`src/rtl/param_register_file.sv`:
```
`default_nettype none
// ============================================================================
//  Module   : param_register_file
//  Purpose  : NREGS x DATA_W CPU register file with one write port, three
//             combinational read ports (A, B, D) and a PC register held at the
//             top index. Supports synchronous reset, gated PC loading, an
//             optional hardwired-zero R0 and optional write-first bypass.
//  Revision : 1.0 - initial release
// ============================================================================
module param_register_file #(
    parameter int                DATA_W   = 32,
    parameter int                NREGS    = 16,
    parameter int                ADDR_W   = $clog2(NREGS),
    parameter logic [DATA_W-1:0] RESET_PC = '0,
    parameter bit                ZERO_R0  = 1'b0,
    parameter bit                BYPASS   = 1'b1
) (
    input  logic              CLK,
    input  logic              Reset,
    input  logic [DATA_W-1:0] PW,
    input  logic [ADDR_W-1:0] C,
    input  logic              RFLd,
    input  logic [DATA_W-1:0] PCin,
    input  logic              PCLd,
    input  logic [ADDR_W-1:0] SA,
    input  logic [ADDR_W-1:0] SB,
    input  logic [ADDR_W-1:0] SD,
    output logic [DATA_W-1:0] PA,
    output logic [DATA_W-1:0] PB,
    output logic [DATA_W-1:0] PD,
    output logic [DATA_W-1:0] PCout
);

    localparam int                c_NGPR   = NREGS - 1;
    localparam logic [ADDR_W-1:0] c_PC_SEL = ADDR_W'(NREGS - 1);

    // General-purpose storage (indices 0..NREGS-2) and the PC (index NREGS-1)
    logic [DATA_W-1:0] r_gpr [c_NGPR];
    logic [DATA_W-1:0] r_pc;

    // Flat view of the whole file so the read ports index one array
    logic [DATA_W-1:0] w_file [NREGS];

    // Write decode
    logic w_r0_drop;
    logic w_wr_pc;
    logic w_wr_live;

    assign w_r0_drop = ZERO_R0 && (C == '0);
    assign w_wr_pc   = RFLd && (C == c_PC_SEL);
    // A write that will actually change state this edge (used for bypass)
    assign w_wr_live = RFLd && !Reset && !w_r0_drop;

    // General registers: cleared on reset, otherwise loaded from PW on a
    // decoded write; the R0 slot is never written when R0 is hardwired
    always_ff @(posedge CLK) begin
        if (Reset) begin
            for (int i = 0; i < c_NGPR; i++) begin
                r_gpr[i] <= '0;
            end
        end else begin
            for (int i = 0; i < c_NGPR; i++) begin
                if (RFLd && (C == ADDR_W'(i)) && !(ZERO_R0 && (i == 0))) begin
                    r_gpr[i] <= PW;
                end
            end
        end
    end

    // PC: reset wins, then an explicit register-file write, then fetch load
    always_ff @(posedge CLK) begin
        if (Reset) begin
            r_pc <= RESET_PC;
        end else if (w_wr_pc) begin
            r_pc <= PW;
        end else if (PCLd) begin
            r_pc <= PCin;
        end
    end

    generate
        for (genvar i = 0; i < c_NGPR; i++) begin : g_view
            assign w_file[i] = r_gpr[i];
        end
    endgenerate
    assign w_file[NREGS-1] = r_pc;

    // Read port selects gathered so one generate loop builds all three muxes
    logic [ADDR_W-1:0] w_sel [3];
    assign w_sel[0] = SA;
    assign w_sel[1] = SB;
    assign w_sel[2] = SD;

    generate
        for (genvar p = 0; p < 3; p++) begin : g_rd
            logic [DATA_W-1:0] w_val;
            // Stored value, overridden by in-flight write data, then by R0=0
            always_comb begin
                w_val = w_file[w_sel[p]];
                if (BYPASS && w_wr_live && (w_sel[p] == C)) begin
                    w_val = PW;
                end
                if (ZERO_R0 && (w_sel[p] == '0)) begin
                    w_val = '0;
                end
            end
        end
    endgenerate

    assign PA    = g_rd[0].w_val;
    assign PB    = g_rd[1].w_val;
    assign PD    = g_rd[2].w_val;
    // PCout always shows the stored PC, never forwarded data
    assign PCout = r_pc;

endmodule
`default_nettype wire

```
`config.mk`:
```
export PLATFORM = sky130hd
export DESIGN_NAME = param_register_file
export DESIGN_NICKNAME = d
export VERILOG_FILES = /design/src/rtl/param_register_file.sv
export SDC_FILE = /design/constraint.sdc
export NUM_CORES = 1
export LEC_CHECK = 0
export CAP_MARGIN = 10
export CORE_UTILIZATION = 40
export CTS_CLUSTER_SIZE = 24
export DETAILED_ROUTE_END_ITERATION = 10
export PLACE_DENSITY = 0.64
export SYNTH_ARGS = -nofsm -noshare
export SYNTH_HDL_FRONTEND = slang
export SYNTH_SLANG_ARGS = --single-unit
```
`constraint.sdc`:
```
create_clock -name CLK -period 2.9 [get_ports CLK]
set_input_delay 0.29 -clock CLK [delete_from_list [all_inputs] [get_ports CLK]]
set_output_delay 0.29 -clock CLK [all_outputs]
set_load 0.05 [all_outputs]
```
# Word-level counts from Yosys, hierarchy flattened
# Memories as Yosys holds them, arrays and structs flattened.
# Cells that the tools add are included.
dict set report op_classes {
  n_eq_ne 18
  muxes 76
  bitwise 18
  order_cmp 3
  reduce_logical 23
}
# op n
set op_table {}
lappend op_table {{$mux 32} 26}
lappend op_table {{$bmux 32 s4} 3}
lappend op_table {{$mux 1} 47}
lappend op_table {{$eq 4x4->1 const B} 8}
lappend op_table {{$logic_and 1x1->1} 20}
lappend op_table {{$eq 4x3->1 const B} 4}
lappend op_table {{$ge 5x5->1 const B} 3}
lappend op_table {{$not 4->5} 3}
lappend op_table {{$or 1x1->1} 15}
lappend op_table {{$eq 4x4->1} 3}
lappend op_table {{$eq 4x2->1 const B} 2}
lappend op_table {{$eq 4x1->1 const B} 1}
lappend op_table {{$logic_not 4->1} 1}
lappend op_table {{$reduce_bool 2->1} 1}
lappend op_table {{$logic_not 1->1} 1}
dict set report totals {
  wordCells 140
  output_inout_bits 128
  input_bits 84
  memories 1
  ram_bits 480
  ff_bits 32
}
# name words width read_ports rd_ports_with_merged_regs write_ports line_no
set mem_list {}
lappend mem_list {r_gpr 15 32 15 0 15 38} ;# logic [DATA_W-1:0] r_gpr [c_NGPR];

# Depth between registers and ports, before layout
dict set report depth {
  word_depth 6
  ltp_mapped 7
  ltp_nobuf 4
}

# Worst setup path before layout
# No wires, ideal clock.
dict set report synth_timing {
  kind {input to register}
  from {input port C[1]}
  to {memory r_gpr[10][0] (netlist: r_gpr[1][64]) (enable)}
  arrival_time_ps 2243
  path_buffers 1
  path_stages 3
  setup_time_ps 428
  path_slack_ps 229
  t_required_ps 2472
  cell_sequence {buf_1 -> nand2b_1 -> o21bai_1}
}
# element line_no
set synth_rtl {}
lappend synth_rtl {{start, declared} 21} ;# input logic [ADDR_W-1:0] C,
lappend synth_rtl {{end, declared} 38}

# Final worst setup path
dict set report layout_timing {
  from {input port SA[3]}
  to {output port PA[20]}
}
dict set report layout_between {
  elab_chain_len 5
  elab_cells_between_ends 7
  cone_classes {eq/ne (1); mux (4); bitwise (1); reduce/logical (1)}
}
# element line_no
set layout_lines {}
lappend layout_lines {{start, declared} 25} ;# input logic [ADDR_W-1:0] SA,
lappend layout_lines {{$not 4->5 (not written as such)} 99} ;# w_val = w_file[w_sel[p]];
lappend layout_lines {{$bmux 32 s4} 99}
lappend layout_lines {{$mux 32 (not written as such) (2 in series)} 99}
lappend layout_lines {{$mux 32 *} 100} ;# if (BYPASS && w_wr_live && (w_sel[p] == C)) begin
lappend layout_lines {{end, declared} 28} ;# output logic [DATA_W-1:0] PA,
# Mark *: on every way between the ends. The rest lies on a longest branch, timed or not. The select of a mux whose other input is x is not followed.

==> qor.yml <==
status: "complete, no violations"
area_growth_pct: 22.4
track_usage_pct: 27.3
cts_sinks: 512
placementRows: 100
cts_buffers: 57
powerDensity_nw_per_um2: 576
clk_latency_ps: 630
crit_type: "in -> out"
cp.arrival_ps: 2580
n_antenna_cell: 0
synth_xor_area_share_pct: 0.291
grt_max_degree: 80
required_ps: 2610
drv_cap: 0
critPathLaunchType: "input port"
holdWs_ps: 231
drive_above_1_share_pct: 36.9
place_area_um2: 35000
ir_drop_uv: 446
antenna_left: 0
rsz0062_at_grt: "false"
cts_root_buffer: "clkbuf_16"
max_clock_freq_ghz: 0.348
dp_slack_ps: -99.7
yosysUniqueCellTypes: 29
synthMuxAreaShare_pct: 33.6
io_buffers: 211
period_minus_slack_ps: 2870
end_kind: "output pin"
drt_pass1_iterations: 8
holdPathStages: 3
cts_max_level: 2
cts_tree: "done"
drt_iter0_drc: 2562
yosysSeqAreaShare_pct: 50.0
yosys_warnings: 0
reg2reg_depth: 2
synth.top_cell.area_share_pct: 47.8
synthTopCellsByArea: "edfxtp_1 48%, mux4_2 29%, a22oi_1 4.6%"
synth_top_family_by_area: "multiplexers"
syn_avg_cell_area_um2: 14.7
setup_slack_ps: 27.2
hold_path_class: "in -> reg"
yosys.area.top_type: "edfxtp_1"
r2r-start: "PCout[20]"
die_h_um: 276
r2r_end: "PCout[20]"
routed_wl_um: 105000
initial_core_util_pct: 40.5
syn_nets: 2128
power.total_w: 0.0213
netlist_instances: 2044
final-hold-violation-count: 0
setup_viol: 0
finalCritPeriodShare_pct: 99.1
fin_skew_ps: 0
dpl.hpwl_um: 64100
vias: 21402
die_w_um: 276
wl_per_cell_um: 32.5
die_area_um2: 76400
ys_seq_elements: 512
grt_pass1_vias: 21957
post-route-cell-area_um2: 36900
cts_buffer_depth: 3
rrSetupSlack_ps: 1950
synthAdderAreaFrac_pct: 0
cp_max_fo: 17
synth_area_um2: 30100
grt_pass1_wl_um: 152000
slew_viol_final: 0
clkTransAtPathRegs_ps: 60
p_leak_nw: 12.8
drc_errors: 0
core_um2: 74400
min_to: "PCout[27]"
tightest_slew_ps: 1110
io-pin-count: 212
relSlewSlack_pct: 25.7
startpoint: "SA[3]"
grt_overflow: 0
synth_compound_area_share_pct: 5.61
gp_congestion: 0.865
synth-simple-area-share_pct: 7.11
nets: 2302
viasPerCell: 6.62
antenna_found_initial: 0
min_from: "PCLd"
## sequential cells by signal, indices dropped and copies added, names as in the netlist
name	flops
r_gpr	480
PCout	32
## worst max-delay path, cell delays in order
cell	delay [ps]
clkdlybuf4s50_1	560
buf_4	220
nor2_4	580
buf_12	290
a22oi_1	90
nand2_1	170
mux2_2	220
buf_12	140
## power by group
| part | internal [W] | leakage [nW] | switching [W] | total (W) |
|---|---|---|---|---|
| sequential | 0.00863 | 4.88 | 0.000378 | 0.00901 |
| combinational | 0.00243 | 7.03 | 0.00275 | 0.00517 |
| clock | 0.00394 | 0.867 | 0.00313 | 0.00708 |
## layout make-up
| type | count | area (µm²) |
|---|---|---|
| clock inverter | 38 | 310 |
| tap | 969 | 1210 |
| inverter | 34 | 128 |
| sequential | 512 | 15100 |
| multi-input combinational | 1278 | 14200 |
| fill | 6121 | 37600 |
| clock buffer | 68 | 1490 |
| timing repair buffer | 335 | 4430 |
## cell usage after synthesis
master,instances
nand3_1,5
a22oi_1,186
o22a_1,1
nand2_1,100
nor3b_1,1
a211oi_1,32
xnor2_1,3
buf_2,58
clkbuf_1,152
edfxtp_1,480
xor2_1,7
mux2_2,96
nand4_1,1
and2_0,3
a221oi_1,1
o21bai_1,5
mux4_2,387
or2_2,1
mux2i_1,32
nand2b_1,44
and3_1,1
nor2b_1,9
or3_1,2
nand3b_1,1
nor2_1,356
nor3_1,2
inv_1,34
dfxtp_1,32
buf_1,12
## layer usage
layer / track usage (%) / part of all wire [%] / vias up / wire length [µm]
met5: 0 / 0 / - / 0
met4: 12.3 / 4.5 / 0 / 4760
met3: 6.72 / 12 / 297 / 12300
met2: 43.9 / 48 / 1551 / 50400
met1: 35.0 / 36 / 10982 / 37700
li1: - / - / 8572 / -
## how the worst max path moves through the flow
stage	cells past startpoint	endpoint	slack (ps)
floorplan	3	r_gpr[1][64]	230
global placement	7	PD[16]	-70
detailed placement	7	PD[16]	-100
CTS	7	PA[20]	90
global route	8	PA[20]	30
finish	8	PA[20]	30
## stage by stage
step	instances	utilization, %	setup TNS (ps)
floorplan	2044	-	0
global placement	3120	47.0	-125
detailed placement	3120	47.0	-433
CTS	3234	49.5	0
global route	3234	49.5	0
finish	3234	49.5	0
## cell families (layout without fill, tap and decap cells)
group	count (synthesis)	after routing
simple gates	526	528
mux	515	515
flops	512	512
buf+inv	256	475
compound gates	225	225
xor+xnor	10	10
## cell usage in the layout (no fill, tap or decap), drive strengths merged, types with 5 or more instances in the layout
master           n
edfxtp         480
mux4           387
nor2           357
buf            225
a22oi          186
clkdlybuf4s50  105
nand2          100
mux2            96
clkbuf          71
nand2b          44
inv             36
dfxtp           32
mux2i           32
a211oi          32
clkinv          28
nor2b           10
xor2             7
o21bai           5
clkinvlp         5
nand3            5
## repair_timing
| action | 4_1_cts | 5_1_grt |
|---|---|---|
| hold buffers | 0 | 0 |
| gates resized for setup | 2 | 0 |
| setup endpoints to repair | 17 | 0 |
| setup buffers | 6 | 0 |
(Power assumes the default switching activity.)
